File: src/rtl/rs_flipflop_bank_if.sv
// Request/status bundle for rs_flipflop_bank: per-channel set/reset requests and clear in,
// latch state, complement, sticky conflict flags and change pulse out.
interface rs_flipflop_bank_if #(
    parameter int WIDTH = 4
);
    logic [WIDTH-1:0] s;
    logic [WIDTH-1:0] r;
    logic             clr;
    logic [WIDTH-1:0] q;
    logic [WIDTH-1:0] n;
    logic [WIDTH-1:0] conflict;
    logic             chg;

    modport master (output s, r, clr, input q, n, conflict, chg);
    modport slave  (input s, r, clr, output q, n, conflict, chg);
endinterface

File: src/rtl/rs_flipflop_bank.sv
// Bank of WIDTH independent RS latches with selectable s&r priority, sticky conflict flags and a change pulse.
// Define RSBANK_FILTER_EN to qualify every s and r input over FILT consecutive edges before it reaches the latch.
module rs_flipflop_bank #(
    parameter int               WIDTH = 4,
    parameter int               PRIO  = 0,
    parameter logic [WIDTH-1:0] INIT  = '0,
    parameter int               FILT  = 3
) (
    input logic               clk,
    input logic               rst_n,
    rs_flipflop_bank_if.slave bus
);

    if (WIDTH < 1 || WIDTH > 32) begin : g_bad_width
        $error("rs_flipflop_bank: WIDTH must be within 1..32");
    end
    if (PRIO < 0 || PRIO > 3) begin : g_bad_prio
        $error("rs_flipflop_bank: PRIO must be within 0..3");
    end
    if (FILT < 1 || FILT > 15) begin : g_bad_filt
        $error("rs_flipflop_bank: FILT must be within 1..15");
    end

    logic [WIDTH-1:0] s_eff;
    logic [WIDTH-1:0] r_eff;
    logic [WIDTH-1:0] q_reg;
    logic [WIDTH-1:0] q_nxt;
    logic [WIDTH-1:0] conflict_reg;
    logic             chg_reg;

    function automatic logic [WIDTH-1:0] resolve(
        input logic [WIDTH-1:0] q_cur,
        input logic [WIDTH-1:0] set_req,
        input logic [WIDTH-1:0] rst_req
    );
        logic [WIDTH-1:0] q_new;
        q_new = q_cur;
        for (int i = 0; i < WIDTH; i++) begin
            case ({set_req[i], rst_req[i]})
                2'b10:   q_new[i] = 1'b1;
                2'b01:   q_new[i] = 1'b0;
                2'b11: begin
                    case (PRIO)
                        1:       q_new[i] = 1'b1;
                        2:       q_new[i] = 1'b0;
                        3:       q_new[i] = ~q_cur[i];
                        default: q_new[i] = q_cur[i];
                    endcase
                end
                default: q_new[i] = q_cur[i];
            endcase
        end
        return q_new;
    endfunction

`ifdef RSBANK_FILTER_EN
    localparam logic [3:0] FILT_LEN = 4'(FILT);

    logic [WIDTH-1:0]      s_filt;
    logic [WIDTH-1:0]      r_filt;
    logic [WIDTH-1:0]      s_filt_nxt;
    logic [WIDTH-1:0]      r_filt_nxt;
    logic [WIDTH-1:0][3:0] s_cnt;
    logic [WIDTH-1:0][3:0] r_cnt;
    logic [WIDTH-1:0][3:0] s_cnt_nxt;
    logic [WIDTH-1:0][3:0] r_cnt_nxt;

    // Returns {filtered, count}; the count tracks consecutive edges where raw disagrees.
    function automatic logic [4:0] qualify(
        input logic       raw,
        input logic       filt,
        input logic [3:0] cnt
    );
        if (raw == filt)
            return {filt, 4'd0};
        else if (cnt + 4'd1 >= FILT_LEN)
            return {raw, 4'd0};
        else
            return {filt, cnt + 4'd1};
    endfunction

    always_comb begin
        s_filt_nxt = s_filt;
        r_filt_nxt = r_filt;
        s_cnt_nxt  = s_cnt;
        r_cnt_nxt  = r_cnt;
        for (int i = 0; i < WIDTH; i++) begin
            {s_filt_nxt[i], s_cnt_nxt[i]} = qualify(bus.s[i], s_filt[i], s_cnt[i]);
            {r_filt_nxt[i], r_cnt_nxt[i]} = qualify(bus.r[i], r_filt[i], r_cnt[i]);
        end
    end

    always_ff @(posedge clk or negedge rst_n) begin
        if (!rst_n) begin
            s_filt <= '0;
            r_filt <= '0;
            s_cnt  <= '0;
            r_cnt  <= '0;
        end else if (bus.clr) begin
            s_filt <= '0;
            r_filt <= '0;
            s_cnt  <= '0;
            r_cnt  <= '0;
        end else begin
            s_filt <= s_filt_nxt;
            r_filt <= r_filt_nxt;
            s_cnt  <= s_cnt_nxt;
            r_cnt  <= r_cnt_nxt;
        end
    end

    // The latch sees the value qualified on this very edge, so latency is exactly FILT edges.
    assign s_eff = s_filt_nxt;
    assign r_eff = r_filt_nxt;
`else
    assign s_eff = bus.s;
    assign r_eff = bus.r;
`endif

    assign q_nxt = resolve(q_reg, s_eff, r_eff);

    always_ff @(posedge clk or negedge rst_n) begin
        if (!rst_n) begin
            q_reg        <= INIT;
            conflict_reg <= '0;
            chg_reg      <= 1'b0;
        end else if (bus.clr) begin
            q_reg        <= INIT;
            conflict_reg <= '0;
            chg_reg      <= (q_reg != INIT);
        end else begin
            q_reg        <= q_nxt;
            conflict_reg <= conflict_reg | (s_eff & r_eff);
            chg_reg      <= (q_nxt != q_reg);
        end
    end

    assign bus.q        = q_reg;
    assign bus.n        = ~q_reg;
    assign bus.conflict = conflict_reg;
    assign bus.chg      = chg_reg;

endmodule

File: src/flat_wrapper.sv
// flat-port wrapper written by rule: the top's interface ports become plain ports
module rs_flipflop_bank_flat 
#(
    parameter int               WIDTH = 4,
    parameter int               PRIO  = 0,
    parameter logic [WIDTH-1:0] INIT  = '0,
    parameter int               FILT  = 3
)
  (clk, rst_n, bus_s, bus_r, bus_clr, bus_q, bus_n, bus_conflict, bus_chg);
  rs_flipflop_bank_if #(.WIDTH(WIDTH)) bus_i ();
  input logic clk;
  input logic rst_n;
  input wire logic [$bits(bus_i.s)-1:0] bus_s;
  input wire logic [$bits(bus_i.r)-1:0] bus_r;
  input wire logic [$bits(bus_i.clr)-1:0] bus_clr;
  output wire logic [$bits(bus_i.q)-1:0] bus_q;
  output wire logic [$bits(bus_i.n)-1:0] bus_n;
  output wire logic [$bits(bus_i.conflict)-1:0] bus_conflict;
  output wire logic [$bits(bus_i.chg)-1:0] bus_chg;
  assign bus_i.s = bus_s;
  assign bus_i.r = bus_r;
  assign bus_i.clr = bus_clr;
  assign bus_q = bus_i.q;
  assign bus_n = bus_i.n;
  assign bus_conflict = bus_i.conflict;
  assign bus_chg = bus_i.chg;
  rs_flipflop_bank #(.WIDTH(WIDTH), .PRIO(PRIO), .INIT(INIT), .FILT(FILT)) u_core (.clk(clk), .rst_n(rst_n), .bus(bus_i));
endmodule
File: config.mk
export PLATFORM = sky130hd
export DESIGN_NAME = rs_flipflop_bank_flat
export DESIGN_NICKNAME = d
export VERILOG_FILES = /design/src/rtl/rs_flipflop_bank_if.sv /design/src/rtl/rs_flipflop_bank.sv /design/src/flat_wrapper.sv
export SDC_FILE = /design/constraint.sdc
export NUM_CORES = 1
export LEC_CHECK = 0
export BUFFER_PORTS_ARGS = -buffer_cell sky130_fd_sc_hd__buf_2
export CAP_MARGIN = 15
export CORE_AREA = 10 10 47 49
export DETAILED_ROUTE_END_ITERATION = 8
export DIE_AREA = 0 0 57 59
export GPL_TIMING_DRIVEN = 1
export PLACE_DENSITY = 0.69
export SLEW_MARGIN = 20
export SYNTH_ARGS = -nofsm -noshare
export SYNTH_HDL_FRONTEND = slang
export SYNTH_SLANG_ARGS = --single-unit
export TNS_END_PERCENT = 10
File: constraint.sdc
create_clock -name clk -period 1.3 [get_ports clk]
set_input_delay 0.26 -clock clk [delete_from_list [all_inputs] [get_ports clk]]
set_output_delay 0.26 -clock clk [all_outputs]
set_load 0.02 [all_outputs]
# [After elaboration in Yosys (flattened, before gate mapping)]
# Index checks and enable logic that the tools add are counted.
[word_totals] out_inout_bits=13 memories=0 register_bits=9 inputBits=11 wordCells=23 rom_bits=0 latchBits=0 mem_bits_rw=0
[classes] n_lt_le_gt_ge=0 shift=0 n_mux=7 n_div=0 multipliers=0 n_reduce_logical=1 addsub=0 eq_ne=9 n_bitwise=3
[ops] op="$eq 2x1->1 const B" count=4
[ops] op="$eq 2x2->1 const B" count=4
[ops] op="$mux 4" count=2
[ops] op="$pmux 1 s2" count=4
[ops] op="$and 4x4->4" count=1
[ops] op="$ne 4x4->1" count=1
[ops] op="$not 4->4" count=1
[ops] op="$or 4x4->4" count=1
[ops] op="$reduce_bool 4->1" count=1
[ops] op="$mux 1" count=1

# [Longest topological paths before layout]
[logic_depth] ltp_word=4 depth_mapped=5 ltp_nobuf=5

# [Least setup slack after synthesis]
# No wires, ideal clock.
[synth_timing] path_kind="register to register" start="register u_core.q_reg[2] (netlist: u_core.bus.q[2])" end="register u_core.chg_reg (netlist: u_core.bus.chg)" arrival_time_ns=1.048 stages_incl_launch_ff=4 required_time_ns=1.166 setup_ns=0.134 slack_ns=0.118 synth_period_minus_slack_ns=1.182 path_cell_list="dfrtp_1 > xor2_1 > a222oi_1 > a21oi_1"
[synth_via] elab_chain_len=3
[synth_rtl] item="start, declared" line="rs_flipflop_bank.sv:26" source="logic [WIDTH-1:0] q_reg;"
[synth_rtl] item="start signal, assigned" line="rs_flipflop_bank.sv:132" source="q_reg <= q_nxt;"
[synth_rtl] item="$pmux 1 s2" line="rs_flipflop_bank.sv:39" source="case ({set_req[i], rst_req[i]})"
[synth_rtl] item="$ne 4x4->1" line="rs_flipflop_bank.sv:134" source="chg_reg <= (q_nxt != q_reg);"
[synth_rtl] item="$mux 1 *" line="rs_flipflop_bank.sv:127" source="end else if (bus.clr) begin"
[synth_rtl] item="end signal, assigned" line="rs_flipflop_bank.sv:130" source="chg_reg <= (q_reg != INIT);"
[synth_rtl] item="end signal, assigned" line="rs_flipflop_bank.sv:134"
[synth_rtl] item="end, declared" line="rs_flipflop_bank.sv:29" source="logic chg_reg;"
# Every way passes the cells marked *; elsewhere a longest branch is shown, timed or not.

# [Worst setup path after layout]
[layout_timing] start="register u_core.q_reg[0] (netlist: u_core.bus.q[0])" end="output bus_n[0]"
[layout_via] elab_chain_len=1
[layout_rtl] item="$not 4->4" line="rs_flipflop_bank.sv:139" source="assign bus.n = ~q_reg;"
[layout_rtl] item="end, declared" line="flat_wrapper.sv:17" source="output wire logic [$bits(bus_i.n)-1:0] bus_n;"
# No other way between the ends.

==> reports/summary.txt <==
final setup margin = 0.128 ns
post-DR wirelength/cell = 11.5 um
Seq cells post-synth = 9
Starting Density = 37.6%
Synth Area in Compound Gates = 3.80%
number of global-route vias before repair = 478
CTS-repair resized insts = 0
Die H = 59 um
total of max-cap violations = 0
pre-CTS WS = -0.0353 ns
unique cell type count in the Yosys netlist = 10
TritonCTS buffer count = 3
ANT nets after route = 0
CP Class = flop to output port
root buffer cell = clkbuf_4
main combinational cell family by area after synthesis = adder cells
Yosys top cell area share = 42.8%
switching share of power = 30.0%
initial antenna violation count = 0
I/O pin total = 24
Int Pwr = 487 uW
mux share of post-synthesis cell area = 7.60%
count leader, synth = nor2_1
row count = 14
utilization after layout = 49.6%
final slew viol count = 0
area grow syn2layout = 31.8%
reg2reg end = u_core.bus.chg
FMAX = 0.853 GHz
Slew HR = 82.7%
global route overflow = 0
Seq pwr share = 44.6%
sequential share of the synthesized area = 42.8%
hold_buf cts = 1
global-route wire length before repair = 1930 um
Leak = 0.425 nW
filler cell count = 154
Psw = 209 uW
Worst R2R Path Depth = 3
status = finished, final reports clean
worst-skew pair later-pin latency = 0.26 ns
CTS H-tree depth = 1
synth warn = 0
top cell type by total area after synthesis = dfrtp_1
hold depth = 2
WL met3 = 127 um
GPL Wtd Cong = 0.652
share of cells above drive strength 1 = 31.7%
xor and xnor area share after synthesis = 6.65%
Hold Crit Start = bus_clr
core area = 0.00140 mm2
maximum buffer depth of the clock tree = 2
# clock sinks = 9
clock share of power = 31.4%
Setup TNS = 0 ns
max incr delay on CP = 0.41 ns
nets = 102
critical path fanouts, max = 4
met2 wire length = 506 um
chip width = 57 um
top cells by count, synth = nor2_1 (13), inv_1 (12), dfrtp_1 (9), ha_1 (8)
synth top area cells = dfrtp_1 (43%), ha_1 (19%), nor2_1 (9.3%), inv_1 (8.6%), mux2i_1 (7.6%)
Syn Area/Cell = 9.58 um2
endpoints failing setup = 0
power density over the cells = 1000 mW/mm2
Arrival @ worst endpoint = 0.91 ns
final period utilization = 90.2%
Iter 0 DRT Violations = 5
DR DRC count = 0
Comb pwr share = 24.0%
Crit. Startpoint = u_core.bus.q[0]
met1 wire length = 497 um
R2R setup slack = 0.17 ns
final WL = 1130 um
Synth Area in Simple Gates = 10.9%
Hold EP = u_core.bus.conflict[3]
vias per inst = 4.47
die area = 0.00336 mm2
cell count after synthesis = 55
R2R Path Start = u_core.bus.q[2]
Adder-Cell Fraction of Synth Area = 19.0%
Worst EP required = 1.04 ns
Synth Flop Type = dfrtp_1
RSZ-0062 raised after global routing = no
Crit-path slowest cell = dfrtp_1
HP Class = input pin to flop
Max VDD drop = 569 uV
Synth Cell Area = 527 um2
Clock transition at path regs = 0.06 ns
Tmin final = 1.17 ns
FFs w/ async S/R, synth = 100%
diodes inserted = 0
Global Route Usage Sum = 7.09%
worst-margin pin slew = 0.259 ns
final hold violation count = 0
total number of vias = 438
DRT Pass-1 Iters = 4
crit-path cells = inv_1, buf_2
Max Used Layer = met3
crit end category = output port
Port Buffers = 23
worst clock skew = 0.00532 ns
DP HPWL = 942 um
# Post-CTS Setup Buffers = 0
largest net degree at the start of global routing = 11
syn_nets = 74
Startpoint Class = flop
Design Power = 696 uW
number of synthesized flops with an enable pin = 0
CTS tree = done
==> cell type report <==
| type | count | area [um2] | area share, % |
|---|---|---|---|
| flip-flops and latches | 9 | 225 | 32.4 |
| inverters | 12 | 45.0 | 6.49 |
| repair buffers | 24 | 125 | 18.0 |
| multi-input cells | 33 | 253 | 36.4 |
| clock buffers | 4 | 26.3 | 3.78 |
| well taps | 16 | 20.0 | 2.88 |
==> critical path: cells and delay by family, from the launching register on <==
kind	cells	cell delay (ns)
flip-flops	1	0.41
buffers and inverters	2	0.24
==> power by group through the flow <==
stage          Clock (mW)  Combinational, mW  Sequential (mW)
2_1_floorplan           0             0.0797            0.341
3_3_place_gp            0              0.165            0.316
3_5_place_dp            0              0.167            0.316
4_1_cts             0.232              0.171            0.311
5_1_grt             0.247              0.191            0.313
6_report            0.219              0.167            0.311
==> per-layer routing <==
layer / GRT usage [%] / vias to the layer above
li1: - / 224
met1: 7.01 / 198
met2: 10.7 / 16
met3: 4.51 / 0
met4: 5.03 / 0
met5: 0 / -
==> cell families (layout without fill, tap and decap cells) <==
kind of cell    count (synthesis)  after routing
compound gates                  3              3
flops                           9              9
fa+ha+maj                       8              8
buf+inv                        13             40
xor+xnor                        4              4
mux                             4              4
simple gates                   14             14
==> cells in the final DEF, fill, tap and decap left out <==
cell and count:
dlygate4sd3_1 1, xor2_1 4, and4_1 1, a21oi_1 2, clkbuf_4 3, clkbuf_1 1, dfrtp_1 9, inv_1 12
buf_2 23, nor2_1 13, mux2i_1 4, a222oi_1 1, ha_1 8
==> metrics by stage <==
step | hold WS (ns) | area [um2] | cells
5_1_grt | 0.299 | 694 | 98
4_1_cts | 0.279 | 694 | 98
3_3_place_gp | 0.122 | 658 | 93
6_report | 0.285 | 694 | 98
2_1_floorplan | -0.0356 | 527 | 55
3_5_place_dp | 0.124 | 658 | 93
==> worst max-delay path by stage <==
stage,end,slack (ns)
final,bus_n[0],0.13
after global routing,u_core.bus.chg,0.04
after CTS,bus_n[0],0.11
after detailed placement,u_core.bus.chg,-0.04
after global placement,u_core.bus.chg,-0.005
after floorplan,u_core.bus.chg,0.12
(Power assumes the default switching activity.)
